$ cat src/rtl/truth_table_sequencer_if.sv
// truth_table_sequencer_if: control inputs and row outputs of the sequencer.
// master drives start/pause/abort; slave is the sequencer.
interface truth_table_sequencer_if #(
  parameter int unsigned N_INPUTS = 3
);
  logic                start;
  logic                pause;
  logic                abort;
  logic [N_INPUTS-1:0] vec;
  logic [N_INPUTS-1:0] idx;
  logic                vec_valid;
  logic                busy;
  logic                done;

  modport master (
    output start, pause, abort,
    input  vec, idx, vec_valid, busy, done
  );

  modport slave (
    input  start, pause, abort,
    output vec, idx, vec_valid, busy, done
  );
endinterface

$ cat src/rtl/truth_table_sequencer.sv
// truth_table_sequencer: steps an N-bit vector through all 2^N rows, DWELL cycles each.
// Define TTS_GRAY_EN to present rows in Gray-code order (idx stays binary).
module truth_table_sequencer #(
  parameter int unsigned N_INPUTS = 3,
  parameter int unsigned DWELL    = 10
) (
  input  logic                  clk,
  input  logic                  rst_n,
  truth_table_sequencer_if.slave bus
);

  localparam logic [N_INPUTS-1:0] LAST   = {N_INPUTS{1'b1}};
  localparam logic [N_INPUTS-1:0] ONE    = N_INPUTS'(1);
  localparam logic [15:0]         RELOAD = 16'(DWELL - 1);

  typedef enum logic [1:0] {
    IDLE = 2'd0,
    RUN  = 2'd1,
    DONE = 2'd2
  } state_e;

  state_e              state_q, state_d;
  logic [N_INPUTS-1:0] idx_q, idx_d;
  logic [15:0]         cnt_q, cnt_d;
  logic [N_INPUTS-1:0] row;

  always_ff @(posedge clk or negedge rst_n) begin
    if (!rst_n) begin
      state_q <= IDLE;
      idx_q   <= '0;
      cnt_q   <= '0;
    end else begin
      state_q <= state_d;
      idx_q   <= idx_d;
      cnt_q   <= cnt_d;
    end
  end

  always_comb begin
    state_d = state_q;
    idx_d   = idx_q;
    cnt_d   = cnt_q;
    unique case (state_q)
      IDLE: begin
        if (bus.start) begin
          state_d = RUN;
          idx_d   = '0;
          cnt_d   = RELOAD;
        end
      end
      RUN: begin
        // abort outranks pause, pause outranks counting
        if (bus.abort) begin
          state_d = IDLE;
          idx_d   = '0;
          cnt_d   = '0;
        end else if (bus.pause) begin
          cnt_d = cnt_q;
        end else if (cnt_q != '0) begin
          cnt_d = cnt_q - 16'd1;
        end else if (idx_q != LAST) begin
          idx_d = idx_q + ONE;
          cnt_d = RELOAD;
        end else begin
          state_d = DONE;
          idx_d   = '0;
        end
      end
      DONE: begin
        state_d = IDLE;
        idx_d   = '0;
        cnt_d   = '0;
      end
      default: begin
        state_d = IDLE;
        idx_d   = '0;
        cnt_d   = '0;
      end
    endcase
  end

`ifdef TTS_GRAY_EN
  assign row = idx_q ^ (idx_q >> 1);
`else
  assign row = idx_q;
`endif

  assign bus.vec       = (state_q == RUN) ? row : '0;
  assign bus.idx       = (state_q == RUN) ? idx_q : '0;
  assign bus.vec_valid = (state_q == RUN);
  assign bus.busy      = (state_q == RUN);
  assign bus.done      = (state_q == DONE);

endmodule

$ cat src/flat_wrapper.sv
// flat-port wrapper written by rule: the top's interface ports become plain ports
module truth_table_sequencer_flat 
#(
  parameter int unsigned N_INPUTS = 3,
  parameter int unsigned DWELL    = 10
)
  (clk, rst_n, bus_start, bus_pause, bus_abort, bus_vec, bus_idx, bus_vec_valid, bus_busy, bus_done);
  truth_table_sequencer_if #(.N_INPUTS(N_INPUTS)) bus_i ();
  input  logic clk;
  input  logic rst_n;
  input wire logic [$bits(bus_i.start)-1:0] bus_start;
  input wire logic [$bits(bus_i.pause)-1:0] bus_pause;
  input wire logic [$bits(bus_i.abort)-1:0] bus_abort;
  output wire logic [$bits(bus_i.vec)-1:0] bus_vec;
  output wire logic [$bits(bus_i.idx)-1:0] bus_idx;
  output wire logic [$bits(bus_i.vec_valid)-1:0] bus_vec_valid;
  output wire logic [$bits(bus_i.busy)-1:0] bus_busy;
  output wire logic [$bits(bus_i.done)-1:0] bus_done;
  assign bus_i.start = bus_start;
  assign bus_i.pause = bus_pause;
  assign bus_i.abort = bus_abort;
  assign bus_vec = bus_i.vec;
  assign bus_idx = bus_i.idx;
  assign bus_vec_valid = bus_i.vec_valid;
  assign bus_busy = bus_i.busy;
  assign bus_done = bus_i.done;
  truth_table_sequencer #(.N_INPUTS(N_INPUTS), .DWELL(DWELL)) u_core (.clk(clk), .rst_n(rst_n), .bus(bus_i));
endmodule
$ cat config.mk
export PLATFORM = sky130hd
export DESIGN_NAME = truth_table_sequencer_flat
export DESIGN_NICKNAME = d
export VERILOG_FILES = /design/src/rtl/truth_table_sequencer_if.sv /design/src/rtl/truth_table_sequencer.sv /design/src/flat_wrapper.sv
export SDC_FILE = /design/constraint.sdc
export NUM_CORES = 1
export LEC_CHECK = 0
export CAP_MARGIN = 0
export CORE_MARGIN = 2
export CORE_UTILIZATION = 30
export DETAILED_ROUTE_END_ITERATION = 10
export DONT_BUFFER_PORTS = 1
export PLACE_DENSITY = 0.54
export SLEW_MARGIN = 20
export SYNTH_ARGS = -nofsm -noshare
export SYNTH_HDL_FRONTEND = slang
export SYNTH_SLANG_ARGS = --single-unit
$ cat constraint.sdc
create_clock -name clk -period 2.8 [get_ports clk]
set_clock_uncertainty 0.2 [all_clocks]
set_input_delay 0.14 -clock clk [delete_from_list [all_inputs] [get_ports clk]]
set_output_delay 0.14 -clock clk [all_outputs]
set_load 0.05 [all_outputs]
# == Yosys cells after proc, flatten, opt, wreduce, memory -nomap -nowiden ==
# Index checks and enable logic that the tools add are counted.
# op_classes
reduce_logical,5
n_mul,0
addsub,2
n_bitwise,0
n_eq_ne,8
n_div,0
magnitude_cmp,0
shifts,0
mux,19
# op_table
operator,count
2-to-1 mux 16 bit,5
one-hot mux 16 bit (2 select lines),1
2-to-1 mux 3 bit,6
nonzero test 16 bit,1
subtractor 16 x 1 -> 16 bit (second input constant),1
inequality test 3 bit (second input constant),4
2-to-1 mux 2 bit,5
one-hot mux 3 bit (2 select lines),1
AND reduction 3 bit,2
inequality test 4 x 2 -> 1 bit (second input constant),1
one-hot mux 2 bit (2 select lines),1
AND reduction 4 bit,1
adder 3 x 1 -> 3 bit (second input constant),1
== test 2 x 1 -> 1 bit (second input constant),1
== test 2 bit (second input constant),1
logical NOT 2 bit,1
inequality test 2 bit (second input constant),1
# word_totals
elab_cells,37
romBits,0
output_inout_bits,9
n_memories,0
latchBits,0
ram_bits,0
register_bits,21

# == Logic depth before layout (Yosys ltp) ==
# depth
word_depth,6
ltp_mapped,7
ltp_nobuf,7

# == Least setup slack after synthesis ==
# Ideal clock, no wire load.
# synth_path
kind,reg2reg
startpoint,register u_core.state_q[0]
endpoint,register u_core.cnt_q[1]
path_stages_with_launch,7
path_buffers,1
t_arrival_ns,2.368
setup_ns,0.084
slack_ns,0.148
cell_sequence,dfrtp_1 -> buf_2 -> nor2b_1 -> nor2b_1 -> o21ai_1 -> or4_1 -> o21ai_0
# synth_via
elab_chain_cells,3
word_cells_on_any_way,7
classes_between,eq/ne: 4; mux: 1; reduce/logical: 2
# synth_rtl
item,line,rtl
"start, declared",truth_table_sequencer.sv:22,"state_e state_q, state_d;"
"start signal, assigned",truth_table_sequencer.sv:33,state_q <= state_d;
== test 2 x 1 -> 1 bit (*),--,
via bus_busy,flat_wrapper.sv:17,output wire logic [$bits(bus_i.busy)-1:0] bus_busy;
inequality test 4 x 2 -> 1 bit (no line) / inequality test 3 bit (equally long branches),--,
AND reduction 3 bit (no line),--,
"end signal, assigned",truth_table_sequencer.sv:35,cnt_q <= cnt_d;
"end, declared",truth_table_sequencer.sv:24,"logic [15:0] cnt_q, cnt_d;"
# The timed path passes the listed nets; every way through them passes the cells marked *.
# A chain may end at the register's enable or synchronous reset.

# == Final worst setup path ==
# layout_path
startpoint,register u_core.state_q[0]
endpoint,register u_core.cnt_q[15]
# The elaborated chain is that of the path after synthesis.

==> summary.txt <==
Outcome
  – Outcome: finished, final reports clean

Setup path
  – Critical path data arrival time: 2.46 ns
  – Category of the most critical setup path: reg -> reg
  – Kind of capture point of the worst setup path: flip-flop
  – Ordered list of cells on the worst path: nor2b_2 -> buf_4 -> nand2b_1 -> a21oi_1 -> nand2_1 -> o31ai_1
  – Maximum net fanout on the critical path: 11
  – Cell with the largest stage delay on the worst path: sky130_fd_sc_hd__dfrtp_1
  – Worst Setup Start Kind: flip-flop
  – Worst stage delay on the critical path: 0.54 ns
  – Required arrival time at the worst endpoint: 2.77 ns

Routing
  – Detail Route Antenna Nets: 0
  – DRC violations left: 0
  – Pre-Repair DR Iteration Count: 4
  – Vias per Instance: 5.40
  – Count of vias placed by the detailed router: 1128
  – Wire length reported by the detailed router: 3070 um
  – Violation count after the first detailed-routing iteration: 73
  – Average wire per standard cell: 14.7 um

Worst hold path
  – Path type of the worst min-delay path: in -> reg

Floorplan
  – Starting Density: 30.9%
  – Die X: 70.5 um
  – Row count: 24
  – Core area: 4290 um^2
  – Top-level I/O count: 14
  – Chip height: 70.5 um
  – Die Area: 4960 um^2

Final layout
  – Share of cells above drive strength 1: 10.8%
  – Antenna cells: 0
  – Final instance count without filler cells: 209
  – Syn-to-layout area delta: 10.7%
  – Nets: 167
  – Core utilization of the finished layout: 34.1%

Clock tree
  – Inserted Clock Buffers: 3
  – Total number of H-tree levels: 1
  – CTS tree: built
  – Clock Sinks: 21
  – Clock-pin slew on the worst setup and hold paths: 0.08 ns
  – Post-cts resize count: 0
  – Root Buffer: sky130_fd_sc_hd__clkbuf_8
  – Max Buffers Root-to-Sink: 2
  – Clock latency at the later pin of the worst-skew pair: 0.27 ns

Logic synthesis
  – Proportion of register bits with asynchronous set or reset after synthesis: 100%
  – Cell area after technology mapping: 1330 um^2
  – Leading post-synthesis cells by cell area: sky130_fd_sc_hd__dfrtp_1 40%, sky130_fd_sc_hd__o21ai_0 5.3%, sky130_fd_sc_hd__nor3_1 4.2%
  – Top post-synthesis cells by count: 21 x sky130_fd_sc_hd__dfrtp_1, 14 x sky130_fd_sc_hd__o21ai_0, 13 x sky130_fd_sc_hd__nor2_1, 11 x sky130_fd_sc_hd__nor3_1
  – Most common cell in the synthesized netlist: sky130_fd_sc_hd__dfrtp_1
  – Top-area cell type share of the netlist area: 39.7%
  – Post-Syn Area per Cell: 8.77 um^2
  – Synth Warn #: 0
  – Number of register bits inferred by synthesis: 21
  – Largest area contributor in the netlist: sky130_fd_sc_hd__dfrtp_1
  – Mapped Nets: 160
  – EDFF count, synth: 0
  – Syn Inst Count: 151
  – Synth unique cells: 44
  – Fraction of the yosys area taken by sequential cells: 39.7%
  – Dominant register cell in the synthesized netlist: sky130_fd_sc_hd__dfrtp_1

STA
  – Setup TNS after final layout: 0 ns
  – RSZ-0062 raised after global routing: false
  – Max-slew violations: 0
  – Part of the cycle the worst path needs: 89.0%
  – Final critical path time including I/O delays and setup: 2.49 ns
  – # setup viols final: 0
  – Final Hold Viols: 0
  – Slew Limit Headroom: 40.1%
  – Max Clock Freq: 0.401 GHz
  – Transition time of the tightest slew-check pin: 0.896 ns

Job
  – Max capacitance violation total: 0

Power
  – Portion of total power attributed to the clock network: 10.3%
  – Peak ir drop on the vdd network: 320 uV
  – Leakage power of the design: 0.643 nW
  – Gate power share: 60.2%
  – Share of total power in sequential cells: 29.4%
  – Switching part of the total power: 50.3%
  – Switch Pwr: 0.982 mW
  – Internal power: 0.970 mW
  – Power density of the placed cells: 1330 nW/um^2

Place
  – Detailed-placement wirelength estimate: 2280 um
  – IO buf count: 0
  – GPL Wtd Cong: 0.894
  – Cell count after placement: 201

GRT
  – Global-route usage over all layers: 13.3%
  – Total global routing overflow: 0
  – Initial antenna violation count: 0
  – Vias in the first global route: 1112
  – First-pass GRT wire length: 5280 um
  – Maximum number of pins on one net before global-route repair: 22
## state kept, by name, summed over array words and instances (netlist names)
name            cells
u_core.cnt_q       16
u_core.idx_q        3
u_core.state_q      2
## per-layer routing
| metal | GRT usage, % | routed length, um |
|---|---|---|
| met5 | 0 | 0 |
| met4 | 7.26 | 85 |
| met3 | 2.45 | 95 |
| met2 | 21.0 | 1380 |
| met1 | 17.2 | 1500 |
## path summary, 6_finish.rpt
path / slack (ns) / to / cells past startpoint / from
setup / recovery: 0.31 / u_core.cnt_q[15] / 6 / u_core.state_q[0]
hold / removal: 0.08 / u_core.idx_q[1] / 4 / bus_abort
max in group asynchronous: 1.92 / u_core.cnt_q[2] / 2 / rst_n
min in group asynchronous: 0.15 / u_core.cnt_q[14] / 2 / rst_n
hold reg to reg: 0.32 / u_core.cnt_q[15] / 1 / u_core.cnt_q[15]
setup reg to reg: 0.31 / u_core.cnt_q[15] / 6 / u_core.state_q[0]
## timing repair
action,CTS,global route
hold buffers,3,1
buffers inserted,0,0
hold endpoints to repair,25,21
## metrics by stage
stage	area (um^2)	setup WS, ns	power [mW]	hold WS, ns
finish	1470	0.308	1.95	0.0809
global route	1470	0.130	2.13	0.125
CTS	1460	0.361	1.95	0.0702
detailed placement	1390	0.369	1.73	-0.355
global placement	1390	0.415	1.72	-0.355
floorplan	1330	0.148	1.51	-0.356
## power by group through the flow
| stage | sequential, mW | clock, mW | combinational [mW] |
|---|---|---|---|
| 3_5_place_dp | 0.578 | 0 | 1.16 |
| 2_1_floorplan | 0.524 | 0 | 0.991 |
| 3_3_place_gp | 0.572 | 0 | 1.15 |
| 6_report | 0.574 | 0.202 | 1.18 |
| 4_1_cts | 0.571 | 0.209 | 1.17 |
| 5_1_grt | 0.597 | 0.224 | 1.31 |
## worst max-delay path, delay by kind of cell (launching register included)
kind,cells,cell delay (ns)
compound gates,2,0.74
buf+inv,1,0.32
simple gates,3,0.59
flops,1,0.54
## area by class of cell
| type | count | area, um^2 |
|---|---|---|
| well taps | 52 | 65.1 |
| flip-flops and latches | 21 | 526 |
| multi-input cells | 117 | 728 |
| repair buffers | 11 | 87.6 |
| fillers | 443 | 2830 |
| clock buffers | 4 | 45.0 |
| inverters | 4 | 15.0 |
## layout by cell type, fill, tap and decap left out, drive strengths merged, types with 2 or more instances in the layout
| cell | synthesis | routed |
|---|---|---|
| nor2b | 2 | 2 |
| clkbuf | 2 | 4 |
| or2 | 2 | 2 |
| dlygate4sd3 | 0 | 3 |
| nor3 | 11 | 11 |
| a22o | 4 | 4 |
| nor4 | 5 | 5 |
| nand3 | 2 | 2 |
| xnor2 | 2 | 2 |
| nand4bb | 2 | 2 |
| or4 | 5 | 5 |
| buf | 7 | 8 |
| nand2 | 10 | 10 |
| nor2 | 13 | 13 |
| ha | 4 | 4 |
| nand2b | 2 | 2 |
| inv | 4 | 4 |
| a21oi | 10 | 10 |
| o21ai | 15 | 15 |
| a21o | 2 | 2 |
| dfrtp | 21 | 21 |
| and2 | 4 | 4 |
| a31oi | 3 | 3 |
| or3 | 5 | 5 |
## kinds of logic after synthesis
kind of cell / share of synthesized area [%]
multiplexers: 0.755
adder cells (fa/ha/maj): 3.78
AO/OA/AOI/OAI: 20.4
AND/OR/NAND/NOR: 28.5
flip-flops: 39.7
XOR/XNOR: 1.32
buffers and inverters: 5.57
No activity file was read; power rests on OpenSTA's default activity.
